`src/rtl/usb_jtag_fifo_pkg.sv`:
```
// usb_jtag_fifo_pkg: shared defaults for the USB-Blaster JTAG bridge
package usb_jtag_fifo_pkg;
    localparam int   DEF_DATA_W   = 8;
    localparam int   DEF_RX_DEPTH = 16;
    localparam int   DEF_TX_DEPTH = 16;
    localparam logic TDO_IDLE     = 1'b0;
endpackage

```
`src/rtl/jtag_sync_fifo.sv`:
```
// jtag_sync_fifo: single-clock show-ahead FIFO with level and simultaneous push/pop
module jtag_sync_fifo #(
    parameter int DATA_W = 8,
    parameter int DEPTH  = 16
) (
    input  logic                     iCLK,
    input  logic                     iRST_n,
    input  logic [DATA_W-1:0]        iData,
    input  logic                     iPush,
    input  logic                     iPop,
    output logic [DATA_W-1:0]        oData,
    output logic                     oFull,
    output logic                     oEmpty,
    output logic [$clog2(DEPTH):0]   oLevel
);
    localparam int AW = $clog2(DEPTH);

    logic [DATA_W-1:0] mem [DEPTH];
    logic [AW-1:0]     wrPtr, rdPtr;
    logic              wrEn, rdEn;

    assign oFull  = oLevel == (AW+1)'(DEPTH);
    assign oEmpty = oLevel == '0;
    assign rdEn   = iPop & ~oEmpty;
    // a pop frees the slot this cycle, so a full FIFO still takes the push
    assign wrEn   = iPush & (~oFull | rdEn);
    assign oData  = oEmpty ? '0 : mem[rdPtr];

    always_ff @(posedge iCLK)
        if (wrEn) mem[wrPtr] <= iData;

    always_ff @(posedge iCLK) begin
        if (iRST_n) begin
            wrPtr  <= '0;
            rdPtr  <= '0;
            oLevel <= '0;
        end else begin
            if (wrEn) wrPtr <= wrPtr + AW'(1);
            if (rdEn) rdPtr <= rdPtr + AW'(1);
            oLevel <= oLevel + (AW+1)'(wrEn) - (AW+1)'(rdEn);
        end
    end
endmodule

```
`src/rtl/usb_jtag_fifo.sv`:
```
// usb_jtag_fifo: oversampling JTAG bridge that deserialises TDI into an RX FIFO
// and serialises a TX FIFO onto TDO, with valid/ready host streams.
module usb_jtag_fifo
    import usb_jtag_fifo_pkg::*;
#(
    parameter int DATA_W      = DEF_DATA_W,
    parameter int RX_DEPTH    = DEF_RX_DEPTH,
    parameter int TX_DEPTH    = DEF_TX_DEPTH,
    parameter int SYNC_STAGES = 2
) (
    input  logic                        iCLK,
    input  logic                        iRST_n,
    input  logic [DATA_W-1:0]           iTxD_DATA,
    input  logic                        iTxD_Valid,
    output logic                        oTxD_Ready,
    output logic [DATA_W-1:0]           oRxD_DATA,
    output logic                        oRxD_Valid,
    input  logic                        iRxD_Ready,
    output logic [$clog2(RX_DEPTH):0]   oRx_Level,
    output logic [$clog2(TX_DEPTH):0]   oTx_Level,
    output logic                        oRx_Overrun,
    output logic                        oTx_Underrun,
    input  logic                        iClr_Err,
    input  logic                        TCK,
    input  logic                        TCS,
    input  logic                        TDI,
    output logic                        TDO
);
    localparam int CW = $clog2(DATA_W);

    logic [SYNC_STAGES-1:0] tckSh, tcsSh, tdiSh;
    logic                   tckD, tckSync, tcsSync, tdiSync, tckRise;
    logic [CW-1:0]          bitCnt;
    logic                   lastBit, slotStart, rxPushPend;
    logic [DATA_W-1:0]      rxSr, txSr, txHead;
    logic                   rxFull, rxEmpty, txFull, txEmpty, txPop;

    assign tckSync   = tckSh[SYNC_STAGES-1];
    assign tcsSync   = tcsSh[SYNC_STAGES-1];
    assign tdiSync   = tdiSh[SYNC_STAGES-1];
    assign tckRise   = tckSync & ~tckD & ~tcsSync;
    assign lastBit   = bitCnt == CW'(DATA_W-1);
    assign slotStart = bitCnt == '0;
    assign txPop     = tckRise & slotStart;

    // TCS chain resets to the inactive level so no frame is seen until the pin is sampled
    always_ff @(posedge iCLK) begin
        if (iRST_n) begin
            tckSh <= '0;
            tcsSh <= '1;
            tdiSh <= '0;
            tckD  <= 1'b0;
        end else begin
            tckSh <= {tckSh[SYNC_STAGES-2:0], TCK};
            tcsSh <= {tcsSh[SYNC_STAGES-2:0], TCS};
            tdiSh <= {tdiSh[SYNC_STAGES-2:0], TDI};
            tckD  <= tckSync;
        end
    end

    always_ff @(posedge iCLK) begin
        if (iRST_n || tcsSync) begin
            bitCnt <= '0;
            rxSr   <= '0;
            txSr   <= '0;
            TDO    <= TDO_IDLE;
        end else if (tckRise) begin
            bitCnt <= lastBit ? '0 : bitCnt + CW'(1);
            rxSr   <= {tdiSync, rxSr[DATA_W-1:1]};
            TDO    <= slotStart ? (txEmpty ? TDO_IDLE : txHead[0]) : txSr[0];
            txSr   <= slotStart ? (txEmpty ? '0 : txHead >> 1) : txSr >> 1;
        end
    end

    // completed word sits in rxSr for the cycle after its last rise
    always_ff @(posedge iCLK) begin
        if (iRST_n) rxPushPend <= 1'b0;
        else        rxPushPend <= tckRise & lastBit;
    end

    always_ff @(posedge iCLK) begin
        if (iRST_n || iClr_Err) begin
            oRx_Overrun  <= 1'b0;
            oTx_Underrun <= 1'b0;
        end else begin
            if (rxPushPend & rxFull & ~iRxD_Ready) oRx_Overrun <= 1'b1;
            if (txPop & txEmpty) oTx_Underrun <= 1'b1;
        end
    end

    assign oTxD_Ready = ~txFull;
    assign oRxD_Valid = ~rxEmpty;

    jtag_sync_fifo #(.DATA_W(DATA_W), .DEPTH(RX_DEPTH)) uRxFifo (
        .iCLK   (iCLK),
        .iRST_n (iRST_n),
        .iData  (rxSr),
        .iPush  (rxPushPend),
        .iPop   (iRxD_Ready),
        .oData  (oRxD_DATA),
        .oFull  (rxFull),
        .oEmpty (rxEmpty),
        .oLevel (oRx_Level)
    );

    jtag_sync_fifo #(.DATA_W(DATA_W), .DEPTH(TX_DEPTH)) uTxFifo (
        .iCLK   (iCLK),
        .iRST_n (iRST_n),
        .iData  (iTxD_DATA),
        .iPush  (iTxD_Valid),
        .iPop   (txPop),
        .oData  (txHead),
        .oFull  (txFull),
        .oEmpty (txEmpty),
        .oLevel (oTx_Level)
    );
endmodule

```
`config.mk`:
```
export PLATFORM = sky130hd
export DESIGN_NAME = usb_jtag_fifo
export DESIGN_NICKNAME = d
export VERILOG_FILES = /design/src/rtl/usb_jtag_fifo_pkg.sv /design/src/rtl/jtag_sync_fifo.sv /design/src/rtl/usb_jtag_fifo.sv
export SDC_FILE = /design/constraint.sdc
export NUM_CORES = 1
export LEC_CHECK = 0
export ABC_AREA = 1
export CAP_MARGIN = 0
export CORE_ASPECT_RATIO = 1.25
export CORE_MARGIN = 5
export CORE_UTILIZATION = 38
export CTS_CLUSTER_DIAMETER = 200
export DETAILED_ROUTE_END_ITERATION = 6
export REMOVE_ABC_BUFFERS = 1
export SLEW_MARGIN = 15
export SYNTH_ARGS = -nofsm -noshare
export SYNTH_HDL_FRONTEND = slang
export SYNTH_SLANG_ARGS = --single-unit
```
`constraint.sdc`:
```
create_clock -name iCLK -period 3.2 [get_ports iCLK]
set_clock_uncertainty 0.05 [all_clocks]
set_input_delay 0.64 -clock iCLK [delete_from_list [all_inputs] [get_ports iCLK]]
set_output_delay 0.64 -clock iCLK [all_outputs]
set_load 0.005 [all_outputs]
```
==> flow_summary_export.csv <==
group,metric,value,unit
synth,synth_seq_cells,319,
final_layout,post_layout_nonfiller_instances,1882,
synth,post-synth-top-area-fraction,57.0,%
die,core_area,35300,um2
synth,netlist_instances,1307,
placed_design,place_congestion,0.833,
synth,ys.flop_type,"edfxtp_1",
clock_tree,clkSinkCount,319,
synth,synth_edf_count,256,
placed_design,io_buffers,38,
power_and_ir_drop,power_leakage,6.27,nW
synth,seq_area_frac_synth,66.3,%
final_layout,drive_above_1_share,10.4,%
synth,synthTopCellsByCount,"nand2_1 (352), edfxtp_1 (256), inv_1 (152), nand3_1 (140), nor2_1 (91)",
grt,grt_overflow,0,
worst_setup_path,cp-end-kind,"primary output",
final_layout,fill_cells,3296,
route,drc,0,
power_and_ir_drop,max-vdd-ir-drop,0.401,mV
timing,slew_headroom,43.3,%
timing,worstMarginPinSlew,849,ps
power_and_ir_drop,p_seq_share,44.4,%
grt,grt_start_max_net_pins,65,
synth,synth.most_common_cell,"nand2_1",
final_layout,area_delta_synth_final,18.0,%
hold_path,min_from,"tdiSh[0]",
die,die_w,179,um
run_status,status,"finished clean",
synth,ys_types,33,
timing,fin_crit,3080,ps
clock_tree,numCtsBuffers,34,
route,post_drt_wl_per_cell,16.4,um
timing,holdWs,372,ps
hold_path,hp-class,"flop to flop",
clock_tree,cts_tree,"built",
timing,final-hold-violation-count,0,
worst_setup_path,rr_endpoint,"uTxFifo.oLevel[4]",
final_layout,fin_nets,1424,
final_layout,antennaDiodeCount,0,
die,io_pins,39,
power_and_ir_drop,switchingPower,2.74,mW
grt,antenna_found_initial,0,
timing,finalSetupViolations,0,
final_layout,postLayoutCoreUtil,45.2,%
synth,ys_warn_count,0,
hold_path,min_path_cells,2,
die,initial_utilization,38.3,%
worst_setup_path,crit_fanout,8,
route,firstDrtPassIters,5,
power_and_ir_drop,netSwitchingFraction,26.0,%
worst_setup_path,rr_startpoint,"bitCnt[0]",
clock_tree,h-tree-depth,2,
timing,setup_tns,0,ps
clock_tree,clock_path_buffers,3,
worst_setup_path,arrival,2390,ps
synth,synth_area_leaders,"edfxtp_1 (57%), nand2_1 (9.8%), dfxtp_1 (9.3%)",
clock_tree,clkSlewWorstSetupHoldPaths,70,ps
route,vias,9107,
grt,grt_pass1_wl,48000,um
die,rows,77,
timing,grt_setup_unrepaired,"true",
hold_path,min_to,"tdiSh[1]",
die,die_area,39400,um2
grt,grt_usage,15.5,%
grt,grt_pass1_vias,8803,
worst_setup_path,crit_type,"flop to primary output",
route,drt-initial-drc-count,620,
die,die_y,221,um
power_and_ir_drop,p_int,7.78,mW
clock_tree,hold_buffers,0,
power_and_ir_drop,p_clk_share,38.1,%
timing,max_freq,325,MHz
placed_design,dp_hpwl,20000,um
route,ant_nets,0,
worst_setup_path,crit_required,2510,ps
route,finalWirelength,30800,um
flow_run,max-cap-violations,0,
clock_tree,cts_root_buf,"clkbuf_16",
route,via_per_inst,4.84,
timing,min_period_over_period,96.2,%
timing,drv_slew,0,
worst_setup_path,start_kind,"flop",
synth,syn_avg_cell_area,10.3,um2
synth,syn_area,13500,um2
clock_tree,clock_latency,520,ps
synth,synth-async-reset-ratio,0,%
placed_design,dp.cells,1811,
power_and_ir_drop,power.density,660,nW/um2
worst_setup_path,r2r_cells,16,
synth,synth_top_area_cell,"edfxtp_1",
worst_setup_path,reg2reg_slack,500,ps
power_and_ir_drop,power_frac_comb,17.5,%
[logic make-up after synthesis]
kind of cell	after synthesis	synth area share, %
fa+ha+maj	26	2.52
compound gates	145	5.82
simple gates	596	18.3
xor+xnor	7	0.454
flops	319	66.3
buf+inv	214	6.56
[worst max-delay path, cell delays in order (launching register included)]
cell and delay, ps:
dfxtp_2 340, inv_1 60, ha_1 190, nor3b_2 170, nand2_2 140, clkinvlp_4 240, a21oi_1 200, clkdlybuf4s50_1 530
[routing by layer]
layer | part of all wire [%] | vias up | GRT usage [%]
met4 | 2.7 | 0 | 4.81
met2 | 53 | 227 | 28.7
li1 | - | 4495 | -
met5 | 0 | - | 0
met3 | 4.2 | 54 | 2.31
met1 | 40 | 4331 | 18.6
[layout make-up]
type	instances	area (um2)	share of cell area [%]
Clock buffer	37	883	5.55
Timing Repair inverter	1	7.51	0.0471
Inverter	160	617	3.87
Multi-Input combinational cell	774	3700	23.3
Sequential cell	319	8960	56.2
Timing Repair Buffer	92	895	5.62
Clock inverter	25	269	1.69
Tap cell	474	593	3.72
[power by group through the flow]
stage / combinational [mW] / sequential, mW / clock, mW
2_1_floorplan: 0.890 / 4.80 / 0
3_3_place_gp: 1.67 / 4.76 / 0
3_5_place_dp: 1.68 / 4.76 / 0
4_1_cts: 1.74 / 4.67 / 4.11
5_1_grt: 2.06 / 4.69 / 4.29
6_report: 1.84 / 4.67 / 4.01
[placed cells by master (no fill, tap or decap), types with 3 or more instances in the layout]
cell / netlist / layout
inv_1: 152 / 149
nor2_1: 91 / 91
o31ai_1: 17 / 17
dfxtp_1: 63 / 56
buf_12: 0 / 4
clkinvlp_4: 0 / 5
bufinv_16: 0 / 5
clkbuf_16: 0 / 36
dfxtp_2: 0 / 6
clkinv_2: 0 / 7
nand3_1: 140 / 140
or2_2: 3 / 3
clkdlybuf4s50_1: 0 / 36
a21oi_2: 0 / 11
nand2_1: 352 / 351
inv_2: 6 / 5
buf_4: 4 / 46
a21oi_1: 86 / 75
xnor2_1: 3 / 3
edfxtp_1: 256 / 256
clkinv_1: 2 / 10
o21ai_0: 37 / 37
nand2_2: 3 / 4
xor2_1: 4 / 4
ha_1: 24 / 24
[per-stage QoR]
step	setup WS, ps	cell area [um2]	power, mW
2_1_floorplan	47.1	13200	5.69
3_3_place_gp	312	14600	6.43
3_5_place_dp	320	14600	6.44
4_1_cts	-19.2	15800	10.5
5_1_grt	-11.4	15900	11.0
6_report	123	15900	10.5
[sequential cells by signal, indices dropped and copies added, names as in the netlist, named ones only]
name            flops
uRxFifo.rdPtr       4
tckD                1
uTxFifo.rdPtr       4
bitCnt              3
oTx_Underrun        1
rxPushPend          1
tckSh               2
uTxFifo.mem       128
rxSr                8
uTxFifo.oLevel      5
tcsSh               2
uTxFifo.wrPtr       4
uRxFifo.oLevel      5
uRxFifo.mem       128
txSr                7
tdiSh               2
oRx_Overrun         1
uRxFifo.wrPtr       4
TDO                 1
[how the worst max path moves through the flow]
stage | cells past startpoint | end | startpoint | slack [ps]
floorplan | 5 | oRxD_DATA[0] | flop | 50
global placement | 11 | uRxFifo.oLevel[4] | iRxD_Ready | 310
detailed placement | 11 | uRxFifo.oLevel[4] | iRxD_Ready | 320
CTS | 9 | oRxD_DATA[2] | flop | -20
global route | 7 | oRxD_DATA[5] | uRxFifo.oLevel[3] | -10
finish | 7 | oRxD_DATA[5] | uRxFifo.oLevel[2] | 120
[what timing repair did]
item,in CTS,in global routing
resized for setup,7,25
endpoints found under the hold margin,0,0
endpoints found under the setup margin,8,8
pin swaps,0,2
cloned,1,2
buffers inserted,0,6
Note: power is estimated with default switching activity, not from simulation.
